--- config.mk ---
export PLATFORM = sky130hd
export DESIGN_NAME = alu_instr_sequencer_flat
export DESIGN_NICKNAME = d
export VERILOG_FILES = /design/src/rtl/alu_instr_sequencer_if.sv /design/src/rtl/alu_instr_sequencer.sv /design/src/flat_wrapper.sv
export SDC_FILE = /design/constraint.sdc
export NUM_CORES = 1
export LEC_CHECK = 0
export BUFFER_PORTS_ARGS = -buffer_cell sky130_fd_sc_hd__buf_2
export CAP_MARGIN = 10
export CORE_UTILIZATION = 50
export CTS_CLUSTER_DIAMETER = 200
export DETAILED_ROUTE_END_ITERATION = 8
export GPL_TIMING_DRIVEN = 0
export HOLD_SLACK_MARGIN = 0.15
export PLACE_DENSITY = 0.67
export SYNTH_ARGS = -nofsm -noshare
export SYNTH_HDL_FRONTEND = slang
export SYNTH_SLANG_ARGS = --single-unit
export TNS_END_PERCENT = 30
--- constraint.sdc ---
create_clock -name clk -period 4.65 [get_ports clk]
set_input_delay 1.395 -clock clk [delete_from_list [all_inputs] [get_ports clk]]
set_output_delay 1.395 -clock clk [all_outputs]
set_load 0.05 [all_outputs]
--- src/rtl/alu_instr_sequencer_if.sv ---
// alu_instr_sequencer_if
//   Bundles the instruction-load, run-control, ALU-control and result-read
//   signals of alu_instr_sequencer. clk and rst_n stay plain module ports.
//
//   master : driven by the environment (loader / ALU control unit / reader)
//     wr_en, wr_addr[3:0], wr_data[19:0]  instruction-memory write
//     count[4:0], start                   run request
//     result_in[7:0]                      combinational ALU result for instr
//     rd_addr[3:0]                        result-memory read address
//   slave  : the sequencer
//     instr[18:0], instr_valid            {opcode, op1, op2} to the ALU
//     rd_data[7:0]                        registered result read data
//     busy, done                          run status
interface alu_instr_sequencer_if;
    logic        wr_en;
    logic [3:0]  wr_addr;
    logic [19:0] wr_data;
    logic [4:0]  count;
    logic        start;
    logic [18:0] instr;
    logic        instr_valid;
    logic [7:0]  result_in;
    logic [3:0]  rd_addr;
    logic [7:0]  rd_data;
    logic        busy;
    logic        done;

    modport master (
        output wr_en, wr_addr, wr_data, count, start, result_in, rd_addr,
        input  instr, instr_valid, rd_data, busy, done
    );

    modport slave (
        input  wr_en, wr_addr, wr_data, count, start, result_in, rd_addr,
        output instr, instr_valid, rd_data, busy, done
    );
endinterface

--- src/rtl/alu_instr_sequencer.sv ---
// alu_instr_sequencer
//   Holds a small instruction memory and issues a run of instructions to an
//   ALU control unit, one per cycle, capturing each returned result into a
//   result memory. An instruction with its chain bit set takes its op1 from
//   the previous result of the same run (except at slot 0).
//
//   Ports:
//     clk    - single clock, rising edge
//     rst_n  - synchronous active-low reset (clears result memory, keeps
//              instruction memory)
//     bus    - alu_instr_sequencer_if.slave (see interface file)
//   Parameter:
//     DEPTH  - instruction/result slots (4-bit addressing, at most 16)
module alu_instr_sequencer #(
    parameter int DEPTH = 16
) (
    input  logic                 clk,
    input  logic                 rst_n,
    alu_instr_sequencer_if.slave bus
);

    typedef enum logic [1:0] {
        IDLE,
        ISSUE,
        DONE
    } state_t;

    state_t      state;
    logic [19:0] imem [DEPTH];
    logic [7:0]  rmem [DEPTH];
    logic [3:0]  pc;
    logic [4:0]  run_len;
    logic [7:0]  prev_res;
    logic        valid_q;
    logic        busy_q;
    logic        done_q;
    logic [7:0]  rd_q;

    logic [19:0] cur;
    logic [7:0]  op1_sel;
    logic [4:0]  cnt_clip;
    logic        last;

    always_comb begin
        cur      = imem[pc];
        // Chaining has no predecessor at slot 0, so the stored op1 is used.
        op1_sel  = (cur[19] && (pc != '0)) ? prev_res : cur[15:8];
        cnt_clip = (bus.count > 5'(DEPTH)) ? 5'(DEPTH) : bus.count;
        last     = ({1'b0, pc} == (run_len - 5'd1));
    end

    assign bus.instr       = valid_q ? {cur[18:16], op1_sel, cur[7:0]} : '0;
    assign bus.instr_valid = valid_q;
    assign bus.busy        = busy_q;
    assign bus.done        = done_q;
    assign bus.rd_data     = rd_q;

    // Instruction memory is not reset; loads are accepted only while idle.
    // A load in the same cycle as start lands before the first issue cycle
    // reads it, so the run sees the new word.
    always_ff @(posedge clk) begin
        if (bus.wr_en && (state == IDLE)) begin
            imem[bus.wr_addr] <= bus.wr_data;
        end
    end

    always_ff @(posedge clk) begin
        if (!rst_n) begin
            state    <= IDLE;
            pc       <= '0;
            run_len  <= '0;
            prev_res <= '0;
            valid_q  <= 1'b0;
            busy_q   <= 1'b0;
            done_q   <= 1'b0;
            rd_q     <= '0;
            for (int unsigned i = 0; i < DEPTH; i++) begin
                rmem[i] <= '0;
            end
        end else begin
            // Read returns the pre-edge contents even if the slot is
            // written on this same edge.
            rd_q <= rmem[bus.rd_addr];

            case (state)
                IDLE: begin
                    done_q <= 1'b0;
                    if (bus.start) begin
                        if (bus.count != '0) begin
                            run_len <= cnt_clip;
                            pc      <= '0;
                            state   <= ISSUE;
                            valid_q <= 1'b1;
                            busy_q  <= 1'b1;
                        end else begin
                            state  <= DONE;
                            done_q <= 1'b1;
                        end
                    end
                end

                ISSUE: begin
                    rmem[pc] <= bus.result_in;
                    prev_res <= bus.result_in;
                    pc       <= pc + 4'd1;
                    if (last) begin
                        state   <= DONE;
                        valid_q <= 1'b0;
                        busy_q  <= 1'b0;
                        done_q  <= 1'b1;
                    end
                end

                DONE: begin
                    state  <= IDLE;
                    done_q <= 1'b0;
                end

                default: begin
                    state   <= IDLE;
                    valid_q <= 1'b0;
                    busy_q  <= 1'b0;
                    done_q  <= 1'b0;
                end
            endcase
        end
    end

endmodule

--- src/flat_wrapper.sv ---
// flat-port wrapper written by rule: the top's interface ports become plain ports
module alu_instr_sequencer_flat 
#(
    parameter int DEPTH = 16
)
  (clk, rst_n, bus_wr_en, bus_wr_addr, bus_wr_data, bus_count, bus_start, bus_result_in, bus_rd_addr, bus_instr, bus_instr_valid, bus_rd_data, bus_busy, bus_done);
  alu_instr_sequencer_if bus_i ();
  input  logic clk;
  input  logic rst_n;
  input wire logic [$bits(bus_i.wr_en)-1:0] bus_wr_en;
  input wire logic [$bits(bus_i.wr_addr)-1:0] bus_wr_addr;
  input wire logic [$bits(bus_i.wr_data)-1:0] bus_wr_data;
  input wire logic [$bits(bus_i.count)-1:0] bus_count;
  input wire logic [$bits(bus_i.start)-1:0] bus_start;
  input wire logic [$bits(bus_i.result_in)-1:0] bus_result_in;
  input wire logic [$bits(bus_i.rd_addr)-1:0] bus_rd_addr;
  output wire logic [$bits(bus_i.instr)-1:0] bus_instr;
  output wire logic [$bits(bus_i.instr_valid)-1:0] bus_instr_valid;
  output wire logic [$bits(bus_i.rd_data)-1:0] bus_rd_data;
  output wire logic [$bits(bus_i.busy)-1:0] bus_busy;
  output wire logic [$bits(bus_i.done)-1:0] bus_done;
  assign bus_i.wr_en = bus_wr_en;
  assign bus_i.wr_addr = bus_wr_addr;
  assign bus_i.wr_data = bus_wr_data;
  assign bus_i.count = bus_count;
  assign bus_i.start = bus_start;
  assign bus_i.result_in = bus_result_in;
  assign bus_i.rd_addr = bus_rd_addr;
  assign bus_instr = bus_i.instr;
  assign bus_instr_valid = bus_i.instr_valid;
  assign bus_rd_data = bus_i.rd_data;
  assign bus_busy = bus_i.busy;
  assign bus_done = bus_i.done;
  alu_instr_sequencer #(.DEPTH(DEPTH)) u_core (.clk(clk), .rst_n(rst_n), .bus(bus_i));
endmodule
; Word-level counts from Yosys, hierarchy flattened
; Memories as Yosys holds them, arrays and structs flattened. A register that Yosys moved wholly into a read port is not among the register bits.
; Index checks and enable logic that the tools add are counted.
[word_totals]
memories = 2
ff_bits = 21
wordCells = 59
output_inout_bits = 30
ramBits = 448
inputBits = 45
[classes]
n_reduce_logical = 12
n_bitwise = 1
n_addsub = 2
n_eq_ne = 6
order_cmp = 1
muxes = 29
[mem_list]
columns = memory, words, word_bits, rd, rd_clocked_by_memory_dff, wr, line_no
row1 = u_core.imem, 16, 20, 1, 1, 1, alu_instr_sequencer.sv:29  ; logic [19:0] imem [DEPTH];
row2 = u_core.rmem, 16, 8, 1, 1, 16, alu_instr_sequencer.sv:30  ; logic [7:0] rmem [DEPTH];
[op_table]
columns = op, n
row1 = 4-bit 2-to-1 mux, 5
row2 = 19-bit 2-to-1 mux, 1
row3 = 8-bit 2-to-1 mux, 2
row4 = 1-bit 2-to-1 mux, 13
row5 = 4-bit one-hot mux with 2 select lines, 1
row6 = 8-bit OR reduction, 1
row7 = 2-bit 2-to-1 mux, 3
row8 = 3-bit AND reduction, 2
row9 = 4-bit by 5-bit == test with 1-bit output, 1
row10 = 5-bit greater-than comparator (second input constant), 1
row11 = 5-bit 2-to-1 mux, 1
row12 = 5-bit nonzero test, 1
row13 = 5-bit by 1-bit subtractor with 5-bit output (second input constant), 1
row14 = 4-bit by 1-bit adder with 4-bit output (second input constant), 1
row15 = 2-bit != test (second input constant), 2
row16 = 2-bit one-hot mux with 2 select lines, 1
row17 = 4-bit AND reduction, 1
row18 = 4-bit nonzero test, 1
row19 = 1-bit one-hot mux with 3 select lines, 1
row20 = 2-bit by 1-bit == test with 1-bit output (second input constant), 1
row21 = 2-bit == test (second input constant), 1
row22 = 1-bit logical AND, 2
row23 = 2-bit zero test, 1
row24 = 2-bit by 1-bit != test with 1-bit output (second input constant), 1
row25 = other kinds (5), 5

; Logic depth before layout (Yosys ltp)
[depth]
word_depth = 6
ltp_mapped = 8
depth_no_buf = 7

; Worst setup path after synthesis
; OpenSTA, ideal clock, no wires.
[synth_path]
kind = register -> output
startpoint = register with a tool-made name
endpoint = output bus_instr[10]
arrival_ns = 2.310
slack_ns = 0.945
required_time_ns = 3.255
n_path_buf = 1
path_stages_with_launch = 6
cell_sequence = dfxtp_1 > buf_6 > mux4_2 > o2111ai_1 > nand3_1 > a21oi_1
[synth_lines]
columns = item, line_no
row1 = to (decl), flat_wrapper.sv:17  ; output wire logic [$bits(bus_i.instr)-1:0] bus_instr;

==> results.py <==
metrics = {
    "run_status": {
        "outcome": "completed",
    },
    "clock_network": {
        "cts.htree.levels": 2,
        "worstSkewPairLatency_ps": 590,
        "clockBufferDepth": 3,
        "numCtsBuffers": 48,
        "cts.clk_slew.worst_paths_ps": 60,
        "cts_setup_buffers": 0,
        "cts_tree": "done",
        "clkSinkCount": 481,
        "cts-root-buf": "clkbuf_16",
    },
    "min_path": {
        "hold_start": "u_core.prev_res[0]$_SDFFE_PN0P_",
        "hp-class": "flop to flop",
        "hold_end": "u_core.prev_res[0]$_SDFFE_PN0P_",
        "holdPathStages": 2,
    },
    "yosys": {
        "synth.distinct_cells": 44,
        "synth_area_leaders": "edfxtp_1 (69%), mux4_2 (15%), and2_1 (4.8%), dfxtp_1 (3.4%), nand2_1 (0.75%)",
        "yosysTopAreaCell": "edfxtp_1",
        "synth-async-reset-ratio": 0,
        "synth_fp_nets": 1088,
        "yosys_most_used_dff": "edfxtp_1",
        "yosysWarnings": 0,
        "synth_top_area_share": 0.689,
        "ys_seq_area_frac": 0.723,
        "synth_edf_count": 448,
        "synth-seq-cells": 481,
        "syn_area_per_cell_um2": 18.8,
        "synth_cells": 1038,
        "syn-cell-area_um2": 19500,
    },
    "power": {
        "switching_share": 0.223,
        "power.density_nw_per_um2": 408,
        "power_frac_comb": 0.072,
        "p_leak_uw": 0.00742,
        "power_frac_seq": 0.533,
        "p_int_uw": 7060,
        "clkPwrFrac": 0.394,
        "peakVddDrop_v": 0.000373,
        "power_switching_uw": 2030,
    },
    "cells_and_area": {
        "layout_commonest_cell": "edfxtp_1",
        "multi_input_area_um2": 5200,
        "layout.nets": 1230,
        "seq_area_um2": 14100,
        "areaGrowthSynthToFinish_pct": 14.2,
        "stdcell_count": 1737,
        "post_route_cells_drive_above_1_share": 0.268,
        "final_cell_mix": "edfxtp_1 (448), and2_1 (150), mux4_2 (129)",
        "fillers": 2942,
    },
    "floorplan": {
        "io_pins": 75,
        "die_h_um": 200,
        "initial_utilization": 0.507,
        "dieArea_um2": 39900,
        "rows": 72,
        "die_w_um": 200,
        "coreArea_um2": 38600,
    },
    "timing": {
        "setup-tns-final_ps": 0,
        "finalHoldViolCount": 0,
        "period_share": 0.975,
        "rsz0062_at_grt": "no",
        "finClkSkew_ps": 22.4,
        "worst_slack_ps": 118,
        "slew_viol_final": 0,
        "period_minus_slack_ps": 4530,
        "relSlewSlack": 0.304,
        "whs_ps": 465,
        "setup_viol": 0,
        "fmax_mhz": 221,
        "worstMarginPinSlew_ps": 1040,
    },
    "routing": {
        "ant_nets": 0,
        "dr_total_vias": 9920,
        "post-route-drc-count": 0,
        "drt_iter0_markers": 668,
        "first_pass_iters": 5,
        "drt-total-wl_mm": 43.1,
        "vias_per_cell": 5.71,
        "wl_per_cell_um": 24.8,
    },
    "critical_path": {
        "critical_path.cell_chain": "buf_2, clkbuf_1, mux4_2, mux4_2, and2_1, buf_2",
        "worstPathRequired_ps": 3250,
        "worstSetupPathDepth": 6,
        "arrival_ps": 3140,
        "timing.rr.end": "u_core.rmem[3][1]$_SDFFCE_PN0P_",
        "reg2reg_from": "u_core.state[0]$_SDFFE_PN0P_",
        "crit_family": "buffers and inverters",
        "start_kind": "flop",
        "ff2ff_path_depth": 5,
        "crit_type": "flop to primary output",
        "critical-path-max-stage-delay_ps": 750,
        "crit_fanout": 10,
        "cpMaxStageDelayCell": "clkbuf_1",
        "r2r_setup_slack_ps": 1750,
        "cp.buffers_inverters": 3,
        "end_kind": "primary output",
    },
    "job": {
        "cap_violations": 0,
    },
    "place": {
        "hpwlAfterDp_mm": 27.2,
        "placed_cells": 1647,
        "preCtsSetupSlack_ps": 482,
        "portBuffers": 71,
        "gp_congestion": 0.786,
    },
    "global_route": {
        "antenna_found_initial": 1,
        "gr-total-overflow": 0,
        "track_usage": 0.227,
        "grt_pass1_wl_mm": 64.0,
        "grt_pass1_vias": 10176,
        "grt_max_degree": 21,
    },
}
-- cells by family after synthesis --
logic type,count (synthesis),synth area share
flops,481,0.723
simple gates,272,0.0771
mux,134,0.151
compound gates,78,0.0264
buf+inv,63,0.0171
xor+xnor,5,0.00224
fa+ha+maj,5,0.00320
-- metal layers --
metal  share of wire  up-vias  global-route usage
met5               0        -                   0
li1                -     4399                   -
met2            0.50      338               0.376
met1            0.42     5112               0.309
met3           0.062       71              0.0346
met4           0.026        0              0.0744
-- tightest hold or removal path: cells and delay by family, from the launching register on --
kind,cells,cell delay [ps]
AOI/OAI and AO/OA,1,60
DFF,1,310
and+or+nand+nor,1,50
-- what timing repair did --
item,4_1_cts,5_1_grt
cloned,0,0
gates resized for setup,2,4
hold buffers,0,0
setup endpoints to repair,6,8
-- synth_stat cells (2+ instances only) --
| cell type | count |
|---|---|
| inv_1 | 8 |
| nor2b_1 | 5 |
| nor2_1 | 33 |
| or3_1 | 2 |
| buf_1 | 7 |
| edfxtp_1 | 448 |
| o2111a_1 | 2 |
| mux2i_1 | 4 |
| o21ai_0 | 24 |
| buf_4 | 3 |
| nand2b_1 | 11 |
| a21boi_0 | 9 |
| mux4_2 | 129 |
| a21oi_1 | 10 |
| nor3_1 | 10 |
| nand2_1 | 39 |
| o2111ai_1 | 2 |
| nand3_1 | 12 |
| buf_6 | 9 |
| a22oi_1 | 18 |
| xor2_1 | 4 |
| ha_1 | 5 |
| nand4_1 | 2 |
| a21boi_1 | 5 |
| buf_2 | 6 |
| and2_1 | 150 |
| clkbuf_1 | 29 |
| nand3b_1 | 4 |
| dfxtp_1 | 33 |
-- sequential cells by signal, summed over array words and instances (netlist names), named ones only --
register and cells:
u_core.run_len 5, u_core.bus.rd_data 8, u_core.pc 4, u_core.prev_res 8, u_core.bus.done 1, u_core.imem 320, u_core.state 2, u_core.bus.instr_valid 1
u_core.rmem 128
-- layout make-up --
cell class | count | share of cell area
Antenna cell | 1 | 0.000112
Buffer | 54 | 0.0136
Clock buffer | 63 | 0.0586
Clock inverter | 25 | 0.00679
Inverter | 8 | 0.00135
Multi-Input combinational cell | 494 | 0.233
Sequential cell | 481 | 0.633
Tap cell | 518 | 0.0291
Timing Repair Buffer | 93 | 0.0245
-- power groups by stage --
stage               registers [uW]  logic [uW]  clock network (uW)
floorplan                     4960         410                   0
global placement              4940         637                   0
detailed placement            4940         663                   0
CTS                           4850         664                3640
global route                  4860         706                3780
finish                        4850         655                3590
-- stage by stage --
step                      cell area [um^2]  power [uW]   util
after detailed placement             20800        5610  0.540
after global placement               20500        5580  0.533
after global routing                 22300        9340  0.578
after CTS                            22300        9150  0.578
after floorplan                      19500        5370      -
final                                22300        9090  0.578
-- worst max path at each step --
stage                   startpoint                      endpoint  slack, ps
floorplan                     flop                 bus_instr[10]        940
global placement    bus_wr_addr[1]  u_core.imem[0][17]$_DFFE_PP_       -990
detailed placement            flop                  bus_instr[8]        480
CTS                           flop                  bus_instr[8]         60
global route                  flop                  bus_instr[8]          6
finish                        flop                  bus_instr[2]        120
(Power assumes the default switching activity.)
